### src/rtl/alu_seq_pkg.sv
// Shared opcode, FSM state and flag definitions for the alu_seq instruction sequencer.
// Optional build macro used elsewhere in this slice: ALU_SEQ_CNT_EN (retired instruction counter).
package alu_seq_pkg;

    localparam int OP_W     = 4;
    localparam int FLG_W    = 3;
    localparam int FLG_OVF  = 2;
    localparam int FLG_NEG  = 1;
    localparam int FLG_ZERO = 0;

    typedef enum logic [OP_W-1:0] {
        OP_ADD       = 4'd0,
        OP_SUB       = 4'd1,
        OP_AND       = 4'd2,
        OP_OR        = 4'd3,
        OP_XOR       = 4'd4,
        OP_INC       = 4'd5,
        OP_MOVA      = 4'd6,
        OP_MOVB      = 4'd7,
        OP_LOADI     = 4'd8,
        OP_ILL_FIRST = 4'd9,
        OP_ILL_LAST  = 4'd15
    } op_e;

    typedef enum logic {
        S_IDLE = 1'b0,
        S_EXEC = 1'b1
    } state_e;

    // Every opcode with the top bit clear is executed by the external ALU.
    function automatic logic is_alu_op(input logic [OP_W-1:0] op);
        return !op[OP_W-1];
    endfunction

    function automatic logic is_loadi(input logic [OP_W-1:0] op);
        return op == OP_LOADI;
    endfunction

    function automatic logic is_illegal(input logic [OP_W-1:0] op);
        return (op >= OP_ILL_FIRST) && (op <= OP_ILL_LAST);
    endfunction

endpackage

### src/rtl/alu_seq_regfile.sv
// NREG x BW register file: two operand read ports, one debug read port, one synchronous write port.
// Kept in flops rather than block RAM because the reads are combinational and reset clears every entry.
module alu_seq_regfile
    import alu_seq_pkg::*;
#(
    parameter int BW   = 16,
    parameter int NREG = 4,
    parameter int RA   = $clog2(NREG)
) (
    input  logic          clk,
    input  logic          rst,
    input  logic          we,
    input  logic [RA-1:0] waddr,
    input  logic [BW-1:0] wdata,
    input  logic [RA-1:0] ra_addr,
    output logic [BW-1:0] ra_data,
    input  logic [RA-1:0] rb_addr,
    output logic [BW-1:0] rb_data,
    input  logic [RA-1:0] rd_addr,
    output logic [BW-1:0] rd_data
);

    logic [BW-1:0] regs_q [NREG];
    logic [BW-1:0] regs_d [NREG];

    for (genvar gi = 0; gi < NREG; gi++) begin : g_entry
        assign regs_d[gi] = (we && (waddr == RA'(gi))) ? wdata : regs_q[gi];
    end

    always_ff @(posedge clk or posedge rst) begin
        if (rst) begin
            for (int i = 0; i < NREG; i++) regs_q[i] <= '0;
        end else begin
            for (int i = 0; i < NREG; i++) regs_q[i] <= regs_d[i];
        end
    end

    assign ra_data = regs_q[ra_addr];
    assign rb_data = regs_q[rb_addr];
    assign rd_data = regs_q[rd_addr];

endmodule

### src/rtl/alu_seq.sv
// Two-state instruction sequencer feeding an external combinational ALU and writing results back.
// Define ALU_SEQ_CNT_EN to add the 16-bit retired_cnt output.
module alu_seq
    import alu_seq_pkg::*;
#(
    parameter int BW   = 16,
    parameter int NREG = 4,
    parameter int RA   = $clog2(NREG)
) (
    input  logic              clk,
    input  logic              rst,
    input  logic              instr_valid,
    output logic              instr_ready,
    input  logic [OP_W-1:0]   instr_op,
    input  logic [RA-1:0]     instr_dst,
    input  logic [RA-1:0]     instr_sa,
    input  logic [RA-1:0]     instr_sb,
    input  logic [BW-1:0]     instr_imm,
    output logic [BW-1:0]     alu_a,
    output logic [BW-1:0]     alu_b,
    output logic [OP_W-1:0]   alu_opcode,
    input  logic [BW-1:0]     alu_out,
    input  logic [FLG_W-1:0]  alu_flags,
    output logic [FLG_W-1:0]  flags,
    output logic              err,
    input  logic [RA-1:0]     rd_addr,
    output logic [BW-1:0]     rd_data
`ifdef ALU_SEQ_CNT_EN
    ,
    output logic [15:0]       retired_cnt
`endif
);

    state_e            state_q, state_d;
    logic              ready_q, ready_d;
    logic [OP_W-1:0]   op_q, op_d;
    logic [RA-1:0]     dst_q, dst_d;
    logic [BW-1:0]     imm_q, imm_d;
    logic [BW-1:0]     alu_a_q, alu_a_d;
    logic [BW-1:0]     alu_b_q, alu_b_d;
    logic [OP_W-1:0]   alu_opcode_q, alu_opcode_d;
    logic [FLG_W-1:0]  flags_q, flags_d;
    logic              err_q, err_d;

    logic              rf_we;
    logic [BW-1:0]     rf_wdata;
    logic [BW-1:0]     ra_data, rb_data;
    logic              commit;

    assign commit   = (state_q == S_EXEC);
    assign rf_we    = commit && !is_illegal(op_q);
    assign rf_wdata = is_loadi(op_q) ? imm_q : alu_out;

    alu_seq_regfile #(
        .BW   (BW),
        .NREG (NREG),
        .RA   (RA)
    ) u_regfile (
        .clk     (clk),
        .rst     (rst),
        .we      (rf_we),
        .waddr   (dst_q),
        .wdata   (rf_wdata),
        .ra_addr (instr_sa),
        .ra_data (ra_data),
        .rb_addr (instr_sb),
        .rb_data (rb_data),
        .rd_addr (rd_addr),
        .rd_data (rd_data)
    );

    always_comb begin
        state_d      = state_q;
        ready_d      = ready_q;
        op_d         = op_q;
        dst_d        = dst_q;
        imm_d        = imm_q;
        alu_a_d      = alu_a_q;
        alu_b_d      = alu_b_q;
        alu_opcode_d = alu_opcode_q;
        flags_d      = flags_q;
        err_d        = err_q;
        case (state_q)
            S_IDLE: begin
                if (instr_valid && ready_q) begin
                    op_d    = instr_op;
                    dst_d   = instr_dst;
                    imm_d   = instr_imm;
                    alu_a_d = ra_data;
                    alu_b_d = rb_data;
                    // LOADI and illegal opcodes park the ALU on ADD (0000).
                    alu_opcode_d = is_alu_op(instr_op) ? instr_op : OP_ADD;
                    state_d = S_EXEC;
                    ready_d = 1'b0;
                end
            end
            S_EXEC: begin
                state_d = S_IDLE;
                ready_d = 1'b1;
                if (is_alu_op(op_q)) begin
                    flags_d[FLG_OVF]  = alu_flags[FLG_OVF];
                    flags_d[FLG_NEG]  = alu_flags[FLG_NEG];
                    flags_d[FLG_ZERO] = alu_flags[FLG_ZERO];
                end
                if (is_illegal(op_q)) err_d = 1'b1;
            end
            default: begin
                state_d = S_IDLE;
                ready_d = 1'b1;
            end
        endcase
    end

`ifdef ALU_SEQ_CNT_EN
    logic [15:0] cnt_q, cnt_d;
    assign cnt_d       = commit ? cnt_q + 16'd1 : cnt_q;
    assign retired_cnt = cnt_q;
`endif

    always_ff @(posedge clk or posedge rst) begin
        if (rst) begin
            state_q      <= S_IDLE;
            ready_q      <= 1'b1;
            op_q         <= '0;
            dst_q        <= '0;
            imm_q        <= '0;
            alu_a_q      <= '0;
            alu_b_q      <= '0;
            alu_opcode_q <= '0;
            flags_q      <= '0;
            err_q        <= 1'b0;
`ifdef ALU_SEQ_CNT_EN
            cnt_q        <= '0;
`endif
        end else begin
            state_q      <= state_d;
            ready_q      <= ready_d;
            op_q         <= op_d;
            dst_q        <= dst_d;
            imm_q        <= imm_d;
            alu_a_q      <= alu_a_d;
            alu_b_q      <= alu_b_d;
            alu_opcode_q <= alu_opcode_d;
            flags_q      <= flags_d;
            err_q        <= err_d;
`ifdef ALU_SEQ_CNT_EN
            cnt_q        <= cnt_d;
`endif
        end
    end

    assign instr_ready = ready_q;
    assign alu_a       = alu_a_q;
    assign alu_b       = alu_b_q;
    assign alu_opcode  = alu_opcode_q;
    assign flags       = flags_q;
    assign err         = err_q;

endmodule
### config.mk
export PLATFORM = sky130hd
export DESIGN_NAME = alu_seq
export DESIGN_NICKNAME = d
export VERILOG_FILES = /design/src/rtl/alu_seq_pkg.sv /design/src/rtl/alu_seq_regfile.sv /design/src/rtl/alu_seq.sv
export SDC_FILE = /design/constraint.sdc
export NUM_CORES = 1
export LEC_CHECK = 0
export CAP_MARGIN = 10
export CORE_AREA = 2 2 142 116
export DETAILED_ROUTE_END_ITERATION = 7
export DIE_AREA = 0 0 144 118
export GPL_ROUTABILITY_DRIVEN = 0
export GPL_TIMING_DRIVEN = 0
export SLEW_MARGIN = 20
export SYNTH_ARGS = -nofsm -noshare
export SYNTH_HDL_FRONTEND = slang
export SYNTH_SLANG_ARGS = --single-unit
### constraint.sdc
create_clock -name clk -period 5.47 [get_ports clk]
set_clock_uncertainty 0.15 [all_clocks]
set_input_delay 0.8205 -clock clk [delete_from_list [all_inputs] [get_ports clk]]
set_output_delay 0.8205 -clock clk [all_outputs]
set_load 0.01 [all_outputs]
==> results of run 1 <==
routing by layer:
metal	GRT usage	vias to the layer above	share of wire
met4	0.04596	0	0.0063
met1	0.2654	1975	0.48
met2	0.2830	97	0.46
met3	0.05248	9	0.052
li1	-	1622	-
met5	0	-	0
path summary, 6_finish.rpt:
path | start | to | slack (ns)
worst min-delay path | err$_DFFE_PP0P_ | err$_DFFE_PP0P_ | 0.32
min in group asynchronous | rst | alu_b[12]$_DFFE_PP0P_ | 0.61
max in group asynchronous | rst | u_regfile.regs_q[35]$_DFFE_PP0P_ | 3.79
worst max register to register | op_q[1]$_DFFE_PP0P_ | u_regfile.regs_q[20]$_DFFE_PP0P_ | 2.91
worst max-delay path | rd_addr[1] | rd_data[3] | 1.63
worst min register to register | err$_DFFE_PP0P_ | err$_DFFE_PP0P_ | 0.32
area by class of cell:
type | instances | area [um^2] | share of cell area
buffer | 25 | 133.9 | 0.01671
multi-input combinational | 206 | 2819 | 0.3518
timing repair buffer | 100 | 1018 | 0.1271
inverter | 3 | 18.77 | 0.002342
clock buffer | 27 | 523.0 | 0.06526
tap | 215 | 269.0 | 0.03357
sequential | 127 | 3179 | 0.3967
clock inverter | 5 | 52.55 | 0.006557
metrics by stage:
stage	total power [W]	TNS (ns)	setup slack [ns]	utilization	hold slack [ns]
2_1_floorplan	0.001009	0	1.117	-	0.3237
3_3_place_gp	0.001061	-98.65	-0.7935	0.4763	0.3017
3_5_place_dp	0.001065	0	1.529	0.4785	0.3008
4_1_cts	0.002156	0	1.533	0.5156	0.3146
5_1_grt	0.002202	0	1.457	0.5156	0.3336
6_report	0.002134	0	1.626	0.5156	0.3202
registers in the layout, summed over array words and instances (netlist names), 2 cells and up:
signal            count
dst_q                 2
op_q                  4
alu_opcode            3
flags                 3
u_regfile.regs_q     64
imm_q                16
alu_a                16
alu_b                16
kinds of logic (layout without fill, tap and decap cells):
logic type             count (synthesis)  in the layout  share of synthesized area
muxes                                185            185                     0.4271
DFF                                  127            127                     0.5175
buffers and inverters                 28            160                    0.02363
and+or+nand+nor                       14             14                    0.02322
AOI/OAI and AO/OA                      6              6                   0.007943
other                                  1              1                  0.0006104
cell usage after synthesis:
master | n | share of area
nor4b_4 | 2 | 0.0077
o31a_4 | 1 | 0.0029
a21o_2 | 1 | 0.0014
dfrtp_1 | 126 | 0.51
buf_6 | 2 | 0.0037
buf_2 | 8 | 0.0065
nor3b_4 | 1 | 0.0031
inv_1 | 3 | 0.0018
and4bb_2 | 1 | 0.0020
nor3_4 | 1 | 0.0026
mux2_2 | 137 | 0.25
nand2b_1 | 3 | 0.0031
nand2_1 | 4 | 0.0024
o21ai_0 | 3 | 0.0024
clkbuf_1 | 6 | 0.0037
conb_1 | 1 | 0.00061
dfstp_2 | 1 | 0.0043
a21o_1 | 1 | 0.0012
mux4_2 | 48 | 0.18
nor2b_1 | 1 | 0.0010
nand3b_1 | 1 | 0.0012
buf_1 | 5 | 0.0031
buf_4 | 4 | 0.0049
critical path: cells and delay by family:
kind                   cells  cell delay (ns)
buffers and inverters      3             1.61
multiplexers               1             0.44
power by group through the flow:
| stage | logic (W) | clock network, W | registers [W] |
|---|---|---|---|
| 2_1_floorplan | 0.0000521 | 0 | 0.000957 |
| 3_3_place_gp | 0.000104 | 0 | 0.000957 |
| 3_5_place_dp | 0.000108 | 0 | 0.000957 |
| 4_1_cts | 0.000109 | 0.00111 | 0.000940 |
| 5_1_grt | 0.000116 | 0.00115 | 0.000940 |
| 6_report | 0.000106 | 0.00109 | 0.000940 |
==> out/qor.txt, run 1 <==
status -> complete, no violations
CTS root buf -> clkbuf_16
fillers -> 1307
Setup crit start kind -> input port
Crit Path Class -> input port to output port
PwrDens -> 266.3 mW/mm^2
Syn Inst Count -> 361
final antenna-violating net count -> 0
Req. time, crit path -> 4.50 ns
Non-Filler Instances -> 708
DRT iter0 DRCs -> 132
Final #Nets -> 530
vias in the first global route -> 4024
hold crit path type -> register to register
placed cell count -> 676
CP cell instances -> clkbuf_1 -> buf_1 -> mux4_2 -> clkdlybuf4s50_1
die height -> 118 um
Comb power frac -> 0.049
Starting Density -> 0.3952
clk buf depth -> 2
GRT overflow -> 0
io pins -> 107
Slew @ Worst Pin -> 0.8828 ns
post-synthesis to final-layout area growth -> 30.45%
max frequency -> 260.2 MHz
Clk pwr share -> 0.510
largest net degree at the start of global routing -> 105
DR vias -> 3703
ratio of cells with drive above 1 in the final layout -> 0.4807
number of hold buffers added after cts -> 0
Avg Cell Area, Syn -> 17.02 um^2
Post-CTS Resized -> 0
sequential share of the synthesized area -> 0.5175
Core ar. -> 0.01554 mm^2
Netlist cell types -> 23
vias per cell -> 5.230
Synth Register Bits -> 127
# Post-CTS Setup Buffers -> 0
period utilisation layout -> 0.7027
Yosys warning count -> 0
first-pass GRT wire length -> 23230 um
IO buf count -> 99
FP Rows -> 41
endpoints failing setup -> 0
number of iterations in the first detailed-routing pass -> 4
critical path's largest stage delay -> 0.66 ns
leakage power -> 3.638 nW
minimum clock period -> 3.844 ns
Int Pwr -> 0.001686 W
Die Span X -> 144 um
post-route cell area -> 0.008014 mm^2
CTS Buf Count -> 17
Net Sw Frac -> 0.2097
endpoints failing hold -> 0
DP Wirelength -> 10060 um
fin. max-slew vios -> 0
most frequent cells in the layout -> mux2_2, dfrtp_1, clkdlybuf4s50_1, mux4_2, clkbuf_16
FF-to-FF path depth -> 4
most common cell after layout, fill and taps aside -> mux2_2
MaxCap Viol Count -> 0
CTS tree -> yes
clock sink total -> 127
Reg power frac -> 0.441
Post-Place Cell Area -> 0.007438 mm^2
post-synth net total -> 411
Slew headroom -> 0.4115
GRT Total Usage -> 0.1863
sw power -> 0.0004475 W
DRT Wirelength -> 14840 um
Worst Hold Depth -> 1
die area -> 0.01699 mm^2
wire per inst -> 20.95 um
worst-path maximum fanout -> 10
CTS clk-pin slew, worst paths -> 0.06 ns
H-tree depth -> 4
ant diodes -> 0
Crit. End Element -> output port
RSZ-0062 raised after global routing -> false
CP max-delay cell -> buf_1
DRC violations left -> 0
crit path DAT -> 2.87 ns
worst skew pair latency -> 0.41 ns
initial antenna violation count -> 0
mapped cell area -> 0.006143 mm^2
peak supply drop -> 0.2529 mV
Note: power is estimated with default switching activity, not from simulation.
==> inputs of run 2 (changes only) <==
Settings changed: PLACE_DENSITY set to 0.65.
Clock period 5.47 ns to 3.4 ns, I/O delays scaled along.
==> run 2 against run 1 <==
Against the previous run: via count hardly changed; register-to-register slack got worse by 2.1 ns; worst setup slack got worse by 1.4 ns; clock power rose by 75%; first-iteration DRC count is 7.6% higher; routed wire length increased by 0.31%; highest routed layer unchanged; sequential share of layout area shrank 0.51 points; clock-buffer cell count shrank 6; global-route usage is 0.19 points lower.
==> out/qor.txt, run 2 (synthesized netlist as in run 1, its figures left out) <==
Slew @ Worst Pin -> 0.8966 ns (was 0.8828 ns)
endpoints failing setup -> 0 (unchanged)
die area -> 0.01699 mm^2 (unchanged)
Die Span X -> 144 um (unchanged)
crit path DAT -> 2.56 ns (was 2.87 ns)
most frequent cells in the layout -> mux2_2, dfrtp_1, clkdlybuf4s50_1, mux4_2, clkbuf_16 (unchanged)
GRT Total Usage -> 0.1844 (was 0.1863)
CTS root buf -> clkbuf_16 (unchanged)
minimum clock period -> 3.223 ns
DRT Wirelength -> 14880 um (was 14840 um)
number of iterations in the first detailed-routing pass -> 4 (unchanged)
Crit. End Element -> output port (unchanged)
number of hold buffers added after cts -> 0 (unchanged)
Core ar. -> 0.01554 mm^2 (unchanged)
worst skew pair latency -> 0.42 ns (was 0.41 ns)
H-tree depth -> 4 (unchanged)
Slew headroom -> 0.4022 (was 0.4115)
Fin Setup TNS -> 0 ns (unchanged)
FP Rows -> 41 (unchanged)
clock sink total -> 127 (unchanged)
hold crit path type -> register to register (unchanged)
CTS Buf Count -> 17 (unchanged)
endpoints failing hold -> 0 (unchanged)
vias in the first global route -> 4075 (was 4024)
DRC violations left -> 0 (unchanged)
period utilisation layout -> 0.9480
multi-input logic area -> 0.002819 mm^2 (unchanged)
CTS tree -> yes (unchanged)
Setup crit start kind -> input port (unchanged)
Starting Density -> 0.3952 (unchanged)
largest net degree at the start of global routing -> 33 (was 105)
placed cell count -> 679 (was 676)
peak supply drop -> 0.3542 mV (was 0.2529 mV)
largest reg by FF count -> u_regfile.regs_q (unchanged)
Non-Filler Instances -> 711 (was 708)
Req. time, crit path -> 2.74 ns (was 4.50 ns)
fillers -> 1296 (was 1307)
leakage power -> 3.676 nW (was 3.638 nW)
post-route cell area -> 0.008118 mm^2 (was 0.008014 mm^2)
fin. max-slew vios -> 0 (unchanged)
RSZ-0062 raised after global routing -> false (unchanged)
post-synthesis to final-layout area growth -> 32.14% (was 30.45%)
Storage cell area -> 0.003179 mm^2 (unchanged)
CTS clk-pin slew, worst paths -> 0.06 ns (about the same)
PwrDens -> 443.7 mW/mm^2 (was 266.3 mW/mm^2)
die height -> 118 um (unchanged)
Post-CTS Resized -> 0 (unchanged)
worst-path maximum fanout -> 10 (unchanged)
Crit Path Class -> input port to output port (unchanged)
first-pass GRT wire length -> 23060 um (was 23230 um)
final antenna-violating net count -> 0 (unchanged)
max FFs per register -> 64 (unchanged)
ratio of cells with drive above 1 in the final layout -> 0.4879 (was 0.4807)
clk buf depth -> 2 (unchanged)
Final #Nets -> 533 (was 530)
vias per cell -> 5.211 (was 5.230)
Post-Place Cell Area -> 0.007495 mm^2 (was 0.007438 mm^2)
register-to-register setup slack -> 0.83 ns (was 2.91 ns)
DRT iter0 DRCs -> 142 (was 132)
DR vias -> 3705 (was 3703)
max frequency -> 310.3 MHz
MaxCap Viol Count -> 0 (unchanged)
ant diodes -> 0 (unchanged)
GRT overflow -> 0 (unchanged)
initial antenna violation count -> 0 (unchanged)
DP Wirelength -> 10400 um (was 10060 um)
IO buf count -> 99 (unchanged)
io pins -> 107 (unchanged)
status -> complete, no violations (unchanged)
# Post-CTS Setup Buffers -> 0 (unchanged)
wire per inst -> 20.93 um (was 20.95 um)
most common cell after layout, fill and taps aside -> mux2_2 (unchanged)
[run 2: through the flow]
stage / utilization / power [W] / hold slack [ns] / worst slack (ns)
finish: 0.5223 / 0.003602 / 0.3237 / 0.1769
global route: 0.5223 / 0.003700 / 0.3304 / 0.07062
CTS: 0.5223 / 0.003635 / 0.3221 / 0.1194
detailed placement: 0.4822 / 0.001721 / 0.3103 / 0.1298
global placement: 0.4765 / 0.001706 / 0.2992 / 0.007594
floorplan: - / 0.001624 / 0.3237 / 1.003
[run 2: per-layer routing]
layer / share of wire / GRT usage
met1: 0.48 / 0.2591
met4: 0.0079 / 0.04779
met5: 0 / 0
met3: 0.042 / 0.04231
met2: 0.47 / 0.2905
[run 2: final cells by class]
type	instances	share of cell area
Multi-Input combinational cell	206	0.3473
Clock inverter	11	0.02004
Inverter	3	0.001850
Timing Repair Buffer	103	0.1329
Tap cell	215	0.03314
Buffer	25	0.01649
Sequential cell	127	0.3916
Clock buffer	21	0.05672
[run 2: worst paths after layout]
| kind | depth (start not counted) | start | endpoint |
|---|---|---|---|
| setup / recovery | 4 | rd_addr[1] | rd_data[7] |
| hold / removal | 1 | err$_DFFE_PP0P_ | err$_DFFE_PP0P_ |
| setup reg to reg | 4 | op_q[1]$_DFFE_PP0P_ | u_regfile.regs_q[9]$_DFFE_PP0P_ |
| hold reg to reg | 1 | err$_DFFE_PP0P_ | err$_DFFE_PP0P_ |
| max in group asynchronous | 4 | rst | u_regfile.regs_q[5]$_DFFE_PP0P_ |
| min in group asynchronous | 2 | rst | alu_b[10]$_DFFE_PP0P_ |
[run 2: power breakdown]
group | total [W] | switching [W] | internal, W
Combinational | 0.000177 | 0.0000895 | 0.0000879
Clock | 0.00191 | 0.000652 | 0.00126
Sequential | 0.00151 | 0 | 0.00151
[run 2: critical path, stage by stage]
cell and delay (ns):
clkbuf_1 0.45, buf_1 0.66, mux4_2 0.44, clkdlybuf4s50_1 0.50
